--- src/rtl/warp_sequencer_pkg.sv ---
// Types and width constants shared by the warp sequencer, the register files, the ALU and the LSU.
package warp_sequencer_pkg;

   localparam int unsigned INSTRUCTION_WIDTH                = 32;
   localparam int unsigned INSTRUCTION_MEMORY_ADDRESS_WIDTH = 8;

   typedef enum logic [2:0] {
      WARP_IDLE,
      WARP_FETCH,
      WARP_DECODE,
      WARP_REQUEST,
      WARP_EXECUTE,
      WARP_WAIT,
      WARP_UPDATE,
      WARP_DONE
   } warp_state_t;

   typedef enum logic [1:0] {
      REG_INPUT_ARITHMETIC,
      REG_INPUT_MEMORY,
      REG_INPUT_CONSTANT,
      REG_INPUT_PC_PLUS_1
   } reg_input_mux_t;

endpackage

--- src/rtl/warp_sequencer.sv ---
// Per-warp control FSM: owns pc, the latched instruction and the retire counter, and steps one
// warp through fetch, decode, register request, execute, memory wait and update.
module warp_sequencer
   import warp_sequencer_pkg::*;
#(
   parameter int unsigned ADDR_WIDTH  = INSTRUCTION_MEMORY_ADDRESS_WIDTH,
   parameter int unsigned INSTR_WIDTH = INSTRUCTION_WIDTH
) (
   input  logic                   clk,
   input  logic                   reset,
   input  logic                   enable,
   input  logic                   start,
   input  logic [ADDR_WIDTH-1:0]  start_pc,
   output warp_state_t            warp_state,
   output logic [ADDR_WIDTH-1:0]  pc,
   output logic [INSTR_WIDTH-1:0] instruction,
   output logic                   fetch_req_valid,
   output logic [ADDR_WIDTH-1:0]  fetch_req_address,
   input  logic                   fetch_resp_valid,
   input  logic [INSTR_WIDTH-1:0] fetch_resp_instruction,
   input  logic                   decoded_mem_read,
   input  logic                   decoded_mem_write,
   input  logic                   decoded_branch,
   input  logic                   decoded_halt,
   input  logic                   branch_taken,
   input  logic [ADDR_WIDTH-1:0]  branch_target,
   input  logic                   lsu_done,
   output logic                   done,
   output logic [31:0]            retired_count
);

   warp_state_t            r_state;
   logic [ADDR_WIDTH-1:0]  r_pc;
   logic [ADDR_WIDTH-1:0]  r_target;
   logic [INSTR_WIDTH-1:0] r_instruction;
   logic                   r_take_branch;
   logic                   r_done;
   logic [31:0]            r_retired;

   logic                   w_is_mem;
   logic [ADDR_WIDTH-1:0]  w_next_pc;

   assign w_is_mem  = decoded_mem_read | decoded_mem_write;
   assign w_next_pc = r_take_branch ? r_target : r_pc + ADDR_WIDTH'(1);

   // Reset wins over enable; with enable low every register simply holds.
   always_ff @(posedge clk) begin
      if (reset) begin
         r_state       <= WARP_IDLE;
         r_pc          <= '0;
         r_target      <= '0;
         r_instruction <= '0;
         r_take_branch <= 1'b0;
         r_done        <= 1'b0;
         r_retired     <= '0;
      end else if (enable) begin
         case (r_state)
            WARP_IDLE: begin
               if (start) begin
                  r_pc    <= start_pc;
                  r_state <= WARP_FETCH;
               end
            end
            WARP_FETCH: begin
               if (fetch_resp_valid) begin
                  r_instruction <= fetch_resp_instruction;
                  r_state       <= WARP_DECODE;
               end
            end
            WARP_DECODE: begin
               r_state <= WARP_REQUEST;
            end
            WARP_REQUEST: begin
               r_state <= WARP_EXECUTE;
            end
            WARP_EXECUTE: begin
               r_take_branch <= decoded_branch & branch_taken;
               r_target      <= branch_target;
               r_state       <= w_is_mem ? WARP_WAIT : WARP_UPDATE;
            end
            WARP_WAIT: begin
               if (lsu_done) begin
                  r_state <= WARP_UPDATE;
               end
            end
            WARP_UPDATE: begin
               // pc stays on the retiring instruction for the PC_PLUS_1 writeback this cycle.
               r_retired <= r_retired + 32'd1;
               if (decoded_halt) begin
                  r_done  <= 1'b1;
                  r_state <= WARP_DONE;
               end else begin
                  r_pc    <= w_next_pc;
                  r_state <= WARP_FETCH;
               end
            end
            WARP_DONE: begin
               r_state <= WARP_DONE;
            end
            default: begin
               r_state <= WARP_IDLE;
            end
         endcase
      end
   end

   assign warp_state        = r_state;
   assign pc                = r_pc;
   assign instruction       = r_instruction;
   assign fetch_req_valid   = (r_state == WARP_FETCH) & enable;
   assign fetch_req_address = r_pc;
   assign done              = r_done;
   assign retired_count     = r_retired;

endmodule
--- config.mk ---
export PLATFORM = sky130hd
export DESIGN_NAME = warp_sequencer
export DESIGN_NICKNAME = d
export VERILOG_FILES = /design/src/rtl/warp_sequencer_pkg.sv /design/src/rtl/warp_sequencer.sv
export SDC_FILE = /design/constraint.sdc
export NUM_CORES = 1
export LEC_CHECK = 0
export CAP_MARGIN = 20
export CORE_ASPECT_RATIO = 1.25
export CORE_UTILIZATION = 40
export DETAILED_ROUTE_END_ITERATION = 6
export GPL_TIMING_DRIVEN = 0
export PLACE_DENSITY = 0.76
export RECOVER_POWER = 25
export SYNTH_ARGS = -nofsm -noshare
export SYNTH_HDL_FRONTEND = slang
export SYNTH_SLANG_ARGS = --single-unit
export TNS_END_PERCENT = 5
--- constraint.sdc ---
create_clock -name clk -period 1.89 [get_ports clk]
set_input_delay 0.189 -clock clk [delete_from_list [all_inputs] [get_ports clk]]
set_output_delay 0.189 -clock clk [all_outputs]
set_load 0.1 [all_outputs]
==> results_dict.tcl <==
set metrics [dict create \
    met3_length_microns 439 \
    grt_pass1_wl_microns 18400 \
    gp_congestion 0.864 \
    antennaDiodeCount 0 \
    cts.path.max_buffers 2 \
    ys_seq_elements 85 \
    wl_per_cell_microns 14.6 \
    cts_max_level 3 \
    numCtsBuffers 9 \
    postCtsSetupBuffers 0 \
    clkSinkCount 85 \
    cp.required_ns 1.70 \
    fin_crit_ns 1.82 \
    avgSynthCellArea_sq_um 8.18 \
    yosys_warnings 0 \
    yosys.area.top_type "dfxtp_1" \
    synth_edf_count 0 \
    vias 4032 \
    syn_inst 478 \
    critPathArrivalTime_ns 1.63 \
    drv_cap 0 \
    drv_slew 0 \
    met1Wirelength_microns 4790 \
    totalPowerFinal_uw 4280 \
    post-route-util 0.608 \
    tightest_slew_ns 0.998 \
    io_pins 144 \
    switchingPower_uw 1210 \
    start_kind "flip-flop" \
    drive_above_1_share 0.160 \
    synth_cell_type_count 50 \
    gr-total-overflow 0 \
    cp_slowest_cell "clkdlybuf4s15_1" \
    grt_start_max_net_pins 14 \
    setup_violations 0 \
    hold_class "input port to flip-flop" \
    clk_transition_reported_paths_ns 0.06 \
    cellInternalPower_uw 3070 \
    die_h_microns 113 \
    ys_async_sr_fraction 0 \
    fin_skew_ns 0.00532 \
    hold_violations 0 \
    die_w_microns 90.4 \
    drc 0 \
    path_cells "clkdlybuf4s15_1" \
    synth-main-ff-cell "dfxtp_1" \
    route.met2.wl_microns 5590 \
    status "completed" \
    cp_num_buf_inv 1 \
    grt_pass1_vias 3779 \
    syn-num-nets 539 \
    tritoncts "built" \
    drt_iter0_markers 121 \
    grt_antenna_before_repair 0 \
    final_nets 693 \
    power_density_nw_per_um2 736 \
    synth_area_leaders "dfxtp_1 44%, nand2_1 10%, a21oi_1 8.4%, or4_1 3.5%, o31ai_1 3.1%" \
    rsz0062_at_grt "false" \
    rows 40 \
    start_util 0.409 \
    peakVddDrop_v 0.000384 \
    critical_path_class "flip-flop to output pin" \
    slew_headroom 0.337 \
    cellLeakagePower_uw 0.00231 \
    slowest_delay_ns 0.86 \
    area_growth_pct 48.7 \
    end_kind "output pin" \
    grt_use_total 0.226 \
    place_hpwl_microns 8170 \
    die_area_sq_um 10200 \
    swShare 0.282 \
    ys_seq_area_frac 0.435 \
    timing.final.crit_share 0.965 \
    clock_latency_ns 0.34 \
    io_buffers 143 \
    r2r_slack_ns 0.07 \
    core_area_sq_um 9560 \
    p_clk_frac 0.409 \
    seq_power_share 0.428 \
    first_pass_iters 4 \
    antenna_left 0 \
    synth_top_area_share 0.435 \
    via_per_inst 5.28 \
    cp_max_fo 7 \
    combPwrFrac 0.163 \
    max_freq_mhz 549 \
    root_buffer "clkbuf_16" \
    critPathTopFamily "buffers and inverters" \
    top_layer "met4" \
    wirelength_microns 11100 \
    synth.cell_area_sq_um 3910 \
]
[power by group through the flow]
stage / clock (uW) / sequential, uW / combinational, uW
finish: 1750 / 1830 / 700
global route: 1880 / 1840 / 732
CTS: 1780 / 1830 / 707
detailed placement: 0 / 1870 / 729
global placement: 0 / 1870 / 724
floorplan: 0 / 2090 / 255
[cells in the mapped netlist, types with 2 or more instances]
cell and n:
or3_1 4, a311oi_1 6, o21a_1 4, nor3_1 5, nand2b_1 5, buf_2 3
xnor2_1 5, nor2_1 23, and2_1 3, o31ai_1 16, clkbuf_1 19, mux2_2 2
o21ai_0 9, nand3_1 13, buf_6 4, nand3b_1 2, and3_1 2, a21oi_1 66
nand4_2 2, inv_1 5, and4_1 5, o311ai_0 3, a211oi_1 3, nand2_1 104
and4_2 2, nand4_1 14, or4_1 18, xor2_1 9, buf_4 9, dfxtp_1 85
ha_1 2, mux2i_1 6, nor2b_1 3
[per-layer routing]
layer | global-route usage | up-vias
li1 | - | 2015
met1 | 0.267 | 1869
met2 | 0.389 | 129
met3 | 0.0495 | 19
met4 | 0.101 | 0
met5 | 0 | -
[sequential cells by signal (all words and copies together), names as in the netlist]
signal             flops
instruction           32
r_take_branch          1
done                   1
fetch_req_address      8
warp_state             3
r_target               8
retired_count         32
[cell families after synthesis]
kind of cell,Yosys count,share of synthesized area
buffers and inverters,45,0.0656
AOI/OAI and AO/OA,112,0.170
adders and majority gates,2,0.00640
xor gates and xnor gates,14,0.0314
and+or+nand+nor,212,0.271
muxes,8,0.0211
DFF,85,0.435
[timing repair]
item | in CTS | in global routing
pin swaps | 0 | 1
resized for setup | 102 | 8
setup endpoints to repair | 87 | 15
hold buffers | 0 | 0
endpoints found under the hold margin | 0 | 0
[metrics by stage]
stage | instances | cell area [sq um] | setup WS (ns) | hold slack, ns | setup TNS [ns]
2_1_floorplan | 478 | 4050 | -0.0849 | 0.325 | -0.311
3_3_place_gp | 747 | 5640 | -0.872 | 0.439 | -5.15
3_5_place_dp | 747 | 5640 | -0.906 | 0.443 | -5.93
4_1_cts | 763 | 5830 | 0.0216 | 0.391 | 0
5_1_grt | 763 | 5820 | 0.00244 | 0.403 | 0
6_report | 763 | 5820 | 0.0670 | 0.399 | 0
[final timing paths]
check	from	end	cells after the start
setup / recovery	fetch_req_address[5]	fetch_req_address[5]	1
hold / removal	fetch_resp_instruction[16]	instruction[16]	3
setup reg to reg	retired_count[7]	retired_count[25]	5
hold reg to reg	r_target[7]	r_target[7]	2
[placed cells by master (no fill, tap or decap), types with 6 or more instances in the layout]
cell type        instances
nand2_1                104
dlygate4sd2_1           75
a21oi_1                 65
clkdlybuf4s50_1         57
dfxtp_1                 47
nor2_1                  23
dfxtp_4                 22
or4_1                   18
clkbuf_1                17
o31ai_1                 16
dfxtp_2                 16
clkbuf_2                14
nand4_1                 14
nand3_1                 13
o21ai_0                  9
xor2_1                   9
clkbuf_16                9
buf_4                    7
mux2i_1                  6
a311oi_1                 6
[layout make-up]
class	count	area, sq um
clock buffer	12	246
tap	126	158
multi-input combinational	348	2000
clock inverter	4	46.3
timing repair buffer	143	1310
sequential	85	1800
buffer	40	235
inverter	5	18.8
fill	865	3740
Note: power is estimated with default switching activity, not from simulation.
==> patch: new RTL, same settings <==
Make the reset (`reset`) asynchronous in one clocked block.
--- a/src/rtl/warp_sequencer.sv
+++ b/src/rtl/warp_sequencer.sv
@@ -46,3 +46,3 @@
    // Reset wins over enable; with enable low every register simply holds.
-   always_ff @(posedge clk) begin
+   always_ff @(posedge clk or posedge reset) begin
       if (reset) begin
Function: differs if reset is asserted again (counterexample within 4 cycles, from zero or initial values and one cycle with reset high); with reset held inactive, the same outputs for 10 cycles.
==> patch against the unedited design <==
Critical path depth stayed put; clock skew is 0.0017 ns higher; critical endpoint is now warp_state[2]; die area hardly changed; routed wire length is 15% lower; worst setup slack worse by 0.046 ns; area after synthesis hardly changed; via count is 20% lower; largest cell class is now flip-flops and latches; count of clock-buffer cells in the layout is 1 lower; design area is 2.1% higher; sequential cell count stayed put.
Power is left out: the tool's default activity adds up to more than one toggle a clock period on the data nets, which glitch-free logic cannot reach.
==> patch: results (changes against the unedited design) <==
| Metric | Value |
|---|---|
| Status | `finished, final reports clean` |
| Layout Skew | `0.00701 ns (+0.00169 ns)` |
| Slowest CP cell | `dlygate4sd2_1` |
| Worst reg2reg path endpoint | `fetch_req_address[3]` |
| DRT Wirelength | `9400 um (-15%)` |
| Drt pass-1 iters | `4 (unchanged)` |
| Synth top area cells | `dfrtp_1, mux2_2, xnor2_1` |
| Placer Congestion | `0.848 (-1.9%)` |
| Setup crit start | `warp_state[2]` |
| Yosys warnings | `0 (unchanged)` |
| Arrival time worst endpoint | `1.68 ns (+0.05 ns)` |
| Worst-path clk slew | `0.06 ns (about the same)` |
| Worst-path fanout max | `7 (unchanged)` |
| Synth cell count leaders | `dfrtp_1, mux2_2, nand2_1, xnor2_1, nand3_1` |
| Post-DP Area | `0.00559 mm2 (-0.82%)` |
| Port Buf Inserts | `143 (unchanged)` |
| CTS Root Cell | `clkbuf_16` |
| Post-synthesis async set-or-reset flop share | `100% (+100 points)` |
| Largest net degree at the start of global routing | `40 (+26)` |
| Maximum clock path buffer count | `2 (unchanged)` |
| R2R setup slack | `0.03 ns (-0.04 ns)` |
| Post-Syn Area per Cell | `11.5 um2 (+40%)` |
| Final net count | `566 (-18%)` |
| DP Wirelength | `6990 um (-14%)` |
| H-Tree Level Count | `3 (unchanged)` |
| Layout cell share with drive strength beyond 1 | `23.7% (+7.7 points)` |
| Total GRT Usage | `18.5% (-4.1 points)` |
| Synthesized Nets | `402 (-25%)` |
| Total CTS buffers | `9 (unchanged)` |
| Antenna violations before repair | `0 (unchanged)` |
| Fill cells | `827 (-4.4%)` |
| Via Count | `3212 (-20%)` |
| Hold Path Class | `in -> async` |
| Register area share after synthesis | `54.3% (+11 points)` |
| Final non-filler cell total | `636 (-17%)` |
| First-pass GRT wire length | `15000 um (-19%)` |
| Iter 0 DRT Violations | `136 (+12%)` |
| R2R Path Start | `warp_state[1]` |
| Reg2reg path depth | `5 (unchanged)` |
| Number of global-route vias before repair | `3121 (-17%)` |
| CP max stage delay | `0.89 ns (+0.03 ns)` |
| Netlist cell types | `41 (-18%)` |
| Cells after DPL | `613 (-18%)` |
| Clk_lat worst skew | `0.33 ns` |
| Worst slew margin | `32.4% (-1.3 points)` |
| Setup crit end | `warp_state[2]` |
| Delay-heaviest family, CP | `buffers and inverters` |
| Number of diodes | `0 (unchanged)` |
patch: cell types whose count changed in the layout (fill, tap and decap cells not counted), sizes merged, moves of 18 or more:
cell,before,now
nand2,105,32
dfxtp,85,0
dfrtp,0,85
xnor2,5,23
mux2,2,40
clkbuf,45,24
a21oi,67,5
patch: metal layers:
metal | global-route usage (%) | wire length (um) | vias up
li1 | - | - | 1533
met1 | 22.0 | 3830 | 1573
met5 | 0 | 0 | -
met4 | 6.99 | 134 | 0
met2 | 32.1 | 4960 | 94
met3 | 4.67 | 479 | 12
patch: kinds of logic (layout without fill, tap and decap cells):
family	Yosys count	after routing	share of synthesized area, %
simple gates	117	117	16.4
flops	85	85	54.3
mux	44	44	12.5
compound gates	34	34	5.24
xor+xnor	34	34	7.61
buf+inv	25	194	3.23
fa+ha+maj	2	2	0.639
patch: cell type report:
cell class              instances  share of cell area (%)
well taps                     126                    2.65
clock buffers                  11                    4.09
flip-flops and latches         85                    36.0
clock inverters                 5                   0.990
inverters                       5                   0.337
repair buffers                153                    23.6
multi-input cells             231                    30.1
plain buffers                  20                    2.21
patch: timing repair:
action | in CTS | in global routing
pin swaps | 0 | 10
buffers inserted | 0 | 7
setup endpoints to repair | 126 | 48
gates cloned | 0 | 0
gates resized for setup | 112 | 33
hold endpoints to repair | 0 | 0
patch: through the flow:
stage	utilization, %	TNS [ns]	hold WS, ns	setup slack, ns
5_1_grt	62.1	-0.570	0.431	-0.107
3_3_place_gp	58.0	-45.34	0.442	-0.843
2_1_floorplan	-	-28.15	0.306	-0.614
6_report	62.1	0	0.384	0.0209
3_5_place_dp	58.5	-24.79	0.451	-0.840
4_1_cts	61.0	-0.896	0.203	-0.180
